$ cat src/rtl/multi_dev_bridge.sv
// Handshaked bridge from the CPU data port to up to eight memory-mapped devices.
// Decodes fixed-size windows, holds each access until acked or timed out, and registers device IRQs.
module multi_dev_bridge #(
   parameter int          NUM_DEV   = 2,
   parameter logic [31:0] BASE_ADDR = 32'h0000_7F00,
   parameter int          WIN_AW    = 4,
   parameter int          TIMEOUT   = 15,
   parameter logic [31:0] MISS_DATA = 32'h2333_3333
) (
   input  logic                    clk,
   input  logic                    reset_n,
   input  logic                    pr_req,
   input  logic                    pr_we,
   input  logic [31:2]             pr_addr,
   input  logic [31:0]             pr_wd,
   input  logic [3:0]              pr_be,
   output logic [31:0]             pr_rd,
   output logic                    pr_ready,
   output logic                    pr_err,
   output logic [NUM_DEV-1:0]      dev_sel,
   output logic [NUM_DEV-1:0]      dev_we,
   output logic [WIN_AW-1:2]       dev_addr,
   output logic [31:0]             dev_wd,
   output logic [3:0]              dev_be,
   input  logic [NUM_DEV*32-1:0]   dev_rd,
   input  logic [NUM_DEV-1:0]      dev_ack,
   input  logic [NUM_DEV-1:0]      dev_irq,
   output logic [NUM_DEV-1:0]      hw_int
);

   localparam int              HI_W        = 32 - WIN_AW;
   localparam logic [HI_W-1:0] BASE_HI     = BASE_ADDR[31:WIN_AW];
   localparam logic [7:0]      TIMEOUT_CNT = 8'(TIMEOUT);

   typedef enum logic [1:0] {
      IDLE,
      ACCESS,
      RESP
   } state_t;

   state_t               state_q, state_d;
   logic [7:0]           cnt_q, cnt_d;
   logic [31:0]          pr_rd_q, pr_rd_d;
   logic                 pr_err_q, pr_err_d;
   logic [NUM_DEV-1:0]   dev_sel_q, dev_sel_d;
   logic [NUM_DEV-1:0]   dev_we_q, dev_we_d;
   logic [WIN_AW-1:2]    dev_addr_q, dev_addr_d;
   logic [31:0]          dev_wd_q, dev_wd_d;
   logic [3:0]           dev_be_q, dev_be_d;
   logic [NUM_DEV-1:0]   hw_int_q, hw_int_d;

   logic [NUM_DEV-1:0]   hit_vec;
   logic [31:0]          sel_rd;
   logic                 ack_hit;

   // Window decode: device i owns the i-th window above the base.
   always_comb begin
      hit_vec = '0;
      for (int i = 0; i < NUM_DEV; i++) begin
         if (pr_addr[31:WIN_AW] == BASE_HI + HI_W'(i)) hit_vec[i] = 1'b1;
      end
   end

   always_comb begin
      sel_rd = '0;
      for (int i = 0; i < NUM_DEV; i++) begin
         if (dev_sel_q[i]) sel_rd = sel_rd | dev_rd[i*32 +: 32];
      end
   end

   // Acks from devices other than the selected one are masked off.
   assign ack_hit = |(dev_sel_q & dev_ack);

   always_comb begin
      state_d    = state_q;
      cnt_d      = cnt_q;
      pr_rd_d    = pr_rd_q;
      pr_err_d   = pr_err_q;
      dev_sel_d  = dev_sel_q;
      dev_we_d   = dev_we_q;
      dev_addr_d = dev_addr_q;
      dev_wd_d   = dev_wd_q;
      dev_be_d   = dev_be_q;
      hw_int_d   = dev_irq;

      case (state_q)
         IDLE: begin
            if (pr_req) begin
               if (|hit_vec) begin
                  dev_addr_d = pr_addr[WIN_AW-1:2];
                  dev_wd_d   = pr_wd;
                  dev_be_d   = pr_be;
                  dev_sel_d  = hit_vec;
                  dev_we_d   = hit_vec & {NUM_DEV{pr_we}};
                  cnt_d      = '0;
                  state_d    = ACCESS;
               end else begin
                  pr_rd_d  = MISS_DATA;
                  pr_err_d = 1'b1;
                  state_d  = RESP;
               end
            end
         end
         ACCESS: begin
            // An ack arriving in the timeout cycle still completes normally.
            if (ack_hit) begin
               pr_rd_d   = (|dev_we_q) ? 32'h0 : sel_rd;
               pr_err_d  = 1'b0;
               dev_sel_d = '0;
               dev_we_d  = '0;
               state_d   = RESP;
            end else if (cnt_q == TIMEOUT_CNT) begin
               pr_rd_d   = MISS_DATA;
               pr_err_d  = 1'b1;
               dev_sel_d = '0;
               dev_we_d  = '0;
               state_d   = RESP;
            end else begin
               cnt_d = cnt_q + 8'd1;
            end
         end
         RESP: begin
            state_d = IDLE;
         end
         default: begin
            state_d = IDLE;
         end
      endcase
   end

   always_ff @(posedge clk or negedge reset_n) begin
      if (!reset_n) begin
         state_q    <= IDLE;
         cnt_q      <= '0;
         pr_rd_q    <= '0;
         pr_err_q   <= 1'b0;
         dev_sel_q  <= '0;
         dev_we_q   <= '0;
         dev_addr_q <= '0;
         dev_wd_q   <= '0;
         dev_be_q   <= '0;
         hw_int_q   <= '0;
      end else begin
         state_q    <= state_d;
         cnt_q      <= cnt_d;
         pr_rd_q    <= pr_rd_d;
         pr_err_q   <= pr_err_d;
         dev_sel_q  <= dev_sel_d;
         dev_we_q   <= dev_we_d;
         dev_addr_q <= dev_addr_d;
         dev_wd_q   <= dev_wd_d;
         dev_be_q   <= dev_be_d;
         hw_int_q   <= hw_int_d;
      end
   end

   assign pr_rd    = pr_rd_q;
   assign pr_ready = (state_q == RESP);
   assign pr_err   = pr_err_q;
   assign dev_sel  = dev_sel_q;
   assign dev_we   = dev_we_q;
   assign dev_addr = dev_addr_q;
   assign dev_wd   = dev_wd_q;
   assign dev_be   = dev_be_q;
   assign hw_int   = hw_int_q;

endmodule

$ cat config.mk
export PLATFORM = sky130hd
export DESIGN_NAME = multi_dev_bridge
export DESIGN_NICKNAME = d
export VERILOG_FILES = /design/src/rtl/multi_dev_bridge.sv
export SDC_FILE = /design/constraint.sdc
export NUM_CORES = 1
export LEC_CHECK = 0
export BUFFER_PORTS_ARGS = -buffer_cell sky130_fd_sc_hd__buf_4
export CAP_MARGIN = 0
export CORE_MARGIN = 2
export CORE_UTILIZATION = 30
export DETAILED_ROUTE_END_ITERATION = 8
export PLACE_DENSITY_LB_ADDON = 0.3
export SLEW_MARGIN = 5
export SYNTH_ARGS = -nofsm -noshare
export SYNTH_HDL_FRONTEND = slang
export SYNTH_SLANG_ARGS = --single-unit
$ cat constraint.sdc
create_clock -name clk -period 2.5 [get_ports clk]
set_input_delay 0.5 -clock clk [delete_from_list [all_inputs] [get_ports clk]]
set_output_delay 0.5 -clock clk [all_outputs]
set_load 0.02 [all_outputs]
Yosys cells after proc, flatten, opt, wreduce, memory -nomap -nowiden
Cells that the tools add are included.
{ "word_totals": {"regBits": 87, "out_inout_bits": 78, "wordCells": 68, "inputBits": 138} }
{ "op_classes": {"n_reduce_logical": 10, "n_addsub": 1, "muxes": 33, "bitwise": 3, "eq_ne": 11} }
{ "op_table": {"columns": ["operator", "count"], "rows": [
  ["32-bit 2-to-1 mux", 7],
  ["32-bit one-hot mux with 2 select lines", 1],
  ["28-bit by 11-bit == test with 1-bit output, second input constant", 2],
  ["8-bit 2-to-1 mux", 4],
  ["32-bit OR", 1],
  ["2-bit 2-to-1 mux", 10],
  ["8-bit one-hot mux with 2 select lines", 1],
  ["2-bit one-hot mux with 2 select lines", 3],
  ["2-bit != test, second input constant", 5],
  ["8-bit by 1-bit adder with 8-bit output, second input constant", 1],
  ["8-bit by 4-bit == test with 1-bit output, second input constant", 1],
  ["4-bit AND reduction", 2],
  ["1-bit 2-to-1 mux", 6],
  ["2-bit OR reduction", 3],
  ["5-bit AND reduction", 1],
  ["2-bit bitwise AND", 2],
  ["3-bit != test, second input constant", 1],
  ["3-bit AND reduction", 1],
  ["2-bit by 1-bit == test with 1-bit output, second input constant", 1],
  ["2-bit == test, second input constant", 1],
  ["2-bit logical NOT", 1],
  ["1-bit one-hot mux with 2 select lines", 1],
  ["2-bit AND reduction", 1],
  ["2-bit nonzero test", 1]
]} }

Longest topological paths before layout
{ "logic_depth": {"word_depth": 6, "mapped_depth": 7, "mapped_depth_nobuf": 5} }

Least setup slack after synthesis
OpenSTA, ideal clock, no wires.
{ "synth_timing": {"path_type": "input to register", "startpoint": "input pr_addr[16] (netlist name)", "endpoint": "register dev_wd_q[28], in the netlist dev_wd[28]", "stages": 6, "arrival_time_ps": 2200, "path_slack_ps": 172, "path_cell_list": "or4_1 > nor4_4 > and4_1 > buf_6 > buf_6 > mux2_1"} }
{ "synth_between": {"elab_chain_len": 4, "elab_cells_between_ends": 6} }
{ "synth_lines": {"columns": ["item", "line_no", "source"], "rows": [
  ["start, declared", "14", "input logic [31:2] pr_addr,"],
  ["28-bit by 11-bit == test with 1-bit output", "60", "if (pr_addr[31:WIN_AW] == BASE_HI + HI_W'(i)) hit_vec[i] = 1'b1;"],
  ["1-bit 2-to-1 mux", "60", null],
  ["2-bit OR reduction *", "89", "if (|hit_vec) begin"],
  ["3-bit AND reduction (no line) *", null, null],
  ["end signal, assigned", "151", "dev_wd_q <= dev_wd_d;"],
  ["end, declared", "48", "logic [31:0] dev_wd_q, dev_wd_d;"]
]} }
Every way passes the cells marked *; elsewhere a longest branch is shown, timed or not.
A chain may end at the register's enable or synchronous reset.

Worst setup path after layout
{ "layout_timing": {"startpoint": "input pr_addr[16] (netlist name)", "endpoint": "register dev_wd_q[0], in the netlist dev_wd[0]"} }
Same word-level chain as after synthesis.

==> run metrics <==
Reg power frac 49.6%; Tot GR Track Use 16.30%; syn avg cell area 12.79 µm²; Antenna Nets Post-Route 0; maximum vdd drop 0.0002475 V; Synth cell types 41; Routability Congestion about 0.77; final worst path period share just under 90%; CTS tree done; Syn Inst Count about 300; largest net degree at the start of global routing 48; Die X 117.7 µm; Slew HR between 20% and 30%; Setup CP Type in2reg; Final TNS setup 0 ns; placed insts 680; Finished Layout Cells 695; # port buffers about 220; clock share of power approximately two fifths; fraction of layout cells with a size suffix above 1 a little under half; worst setup path start pr_addr[16]; # rows between 40 and 50; clk buf depth 2; worst slew pin tran between 1 and 1.5 ns; status finished clean; I/O pin cnt about 220; worst hold path class in2async; Nets ~660; unrepaired setup endpoints after global routing no; Psw between 500 and 600 µW; r2r startpoint cnt_q[0]$_DFFE_PN0P_; first-pass GRT wire length 18.36 mm; Finish-stage setup viols 0; prevailing post-synth register cell dfrtp_1; CTS clk-pin slew, worst paths 0.06 ns; leading cell type in the layout, fill and taps excluded buf_4; height of the die between 100 and 150 µm; Pwr Density around 480 mW/mm²; critical path required time between 2 and 3 ns; Async SR Flop Fraction between 90% and 100%; detailed placer's ending HPWL slightly above 8 mm; Critical Path End dev_wd[0]$_DFFE_PN0P_; Sw Ratio a little over a fifth; DIE AREA 0.01384 mm²; worst skew pair latency approximately 0.32 ns; vias in the first global route between 3000 and 4000; number of remaining DRC errors 0; capture point of the worst reg-to-reg path pr_rd[25]$_DFFE_PN0P_; flop-to-flop setup slack roughly 0.33 ns; drt wl/cell about 16 µm; sequential area share after synthesis 56.18%; largest fanout on the critical path 39; final non-filler cell area between 0.005 and 0.006 mm²; fin crit period about 2.2 ns; Area growth, synth to finish 54.25%; critical path arrival 2.39 ns; flip-flop and latch count after synthesis 87; worst reg2reg path depth 5; Post-CTS Setup Inserts 0; Syn Nets 442; cell area after synthesis roughly 0.0039 mm²; Worst Setup End Kind flip-flop; share of the synthesized area in the top cell type a little under three fifths; initial antenna violation count 0; DR pass1 iterations 4; largest cells by area after synthesis dfrtp_1, mux2_1, a32o_1, a22o_1, o32a_1; CTS root buffer clkbuf_16; final hold violations 0; Final Skew between 0.005 and 0.006 ns; DR iter-0 viols between 150 and 200; GR Overflow Total 0; ANT cells 0; Pleak just over 3 nW; cell taking the most area after synthesis dfrtp_1; final worst slack between 0.3 and 0.4 ns; Post-synth EDFFs 0; combinational share of power 8.4%; Initial Utilization 30.71%; Via-to-Cell Ratio just under 5; P_int 2.253 mW; max-cap check violation count 0; total power between 2 and 3 mW; Max H-tree Level 3; Final Max Slew Viols 0; Hold Buf Count CTS 0; Inserted Clock Buffers 9; most frequent cells in the layout buf_4, dfrtp_1, mux2_1; startpoint class of the critical path primary input; synth warn 0; FMAX 457.8 MHz; post-cts sizing count 0; Placed Area around 0.0057 mm²; Core ar. ~0.013 mm²; WL final roughly 11 mm; CTS sink cnt 87; fillers approximately 1200; pre-CTS WS -0.03602 ns; detailed-route via count around 3400
[registers in the layout, indices dropped and copies added (netlist names)]
name      cells
cnt_q         8
dev_addr      2
dev_be        4
dev_sel       2
dev_wd       32
dev_we        2
hw_int        2
pr_err        1
pr_rd        32
state_q       2
[power groups by stage]
| stage | clock [mW] | sequential [mW] | combinational [mW] |
|---|---|---|---|
| 2_1_floorplan | 0 | 1.44 | 0.0244 |
| 3_3_place_gp | 0 | 1.44 | 0.238 |
| 3_5_place_dp | 0 | 1.44 | 0.242 |
| 4_1_cts | 1.25 | 1.41 | 0.242 |
| 5_1_grt | 1.31 | 1.41 | 0.260 |
| 6_report | 1.20 | 1.41 | 0.239 |
[cells in the mapped netlist, types with 2 or more instances]
cell type and number:
a211oi_1 2, a21oi_1 9, a22o_1 18, a22oi_1 17, a31oi_1 3, a32o_1 17, and3_1 3, and4_1 2
buf_2 4, buf_6 5, clkbuf_1 14, dfrtp_1 87, inv_1 5, mux2_1 33, mux2_2 5, mux2i_1 4
nand2_1 5, nand2b_1 2, nand4_1 3, nor2_1 21, nor3_1 2, nor4_1 2, o211a_1 3, o21ai_0 6
o32a_1 15
[critical path: stages]
cell and delay (ns):
buf_4 0.10, or4_1 0.58, nor4_4 0.29, and4_2 0.29, buf_12 0.23, mux2_1 0.35
[kinds of logic (layout without fill, tap and decap cells)]
family          Yosys count  in the layout  share of synthesized area (%)
flops                    87             87                          56.18
fa+ha+maj                 1              1                         0.3228
mux                      42             42                          12.08
xor+xnor                  1              1                         0.2261
compound gates           94             94                          20.12
simple gates             50             50                          7.266
buf+inv                  28            248                          3.810
[stage by stage]
step	hold WS (ns)	util, %
floorplan	0.2044	-
global placement	0.4683	45.26
detailed placement	0.4761	45.26
CTS	0.2096	47.36
global route	0.2385	47.36
finish	0.1986	47.36
[per-layer routing]
layer	global-route usage [%]	wire length [µm]	share of wire, %	up-vias
met5	0	0	0	-
met4	6.099	177	1.6	0
met3	4.942	917	8.2	14
met2	27.18	5219	47	160
met1	19.84	4852	43	1671
li1	-	-	-	1604
[area by class of cell]
type | instances | area [µm²] | share of cell area [%]
clock inverter | 4 | 22.52 | 0.3768
sequential | 87 | 2177 | 36.42
tap | 172 | 215.2 | 3.601
inverter | 5 | 18.77 | 0.3140
clock buffer | 11 | 242.7 | 4.061
multi-input combinational | 188 | 1551 | 25.96
timing repair buffer | 228 | 1749 | 29.27
[worst min path at each step]
stage / startpoint / to / slack (ns) / cells past startpoint
2_1_floorplan: reset_n / cnt_q[0]$_DFFE_PN0P_ / 0.20 / 0
3_3_place_gp: dev_wd[19]$_DFFE_PN0P_ / dev_wd[19]$_DFFE_PN0P_ / 0.47 / 1
3_5_place_dp: dev_wd[4]$_DFFE_PN0P_ / dev_wd[4]$_DFFE_PN0P_ / 0.48 / 1
4_1_cts: reset_n / dev_wd[30]$_DFFE_PN0P_ / 0.21 / 1
5_1_grt: reset_n / dev_wd[16]$_DFFE_PN0P_ / 0.24 / 1
6_report: reset_n / dev_wd[11]$_DFFE_PN0P_ / 0.20 / 1
(Power assumes the default switching activity.)
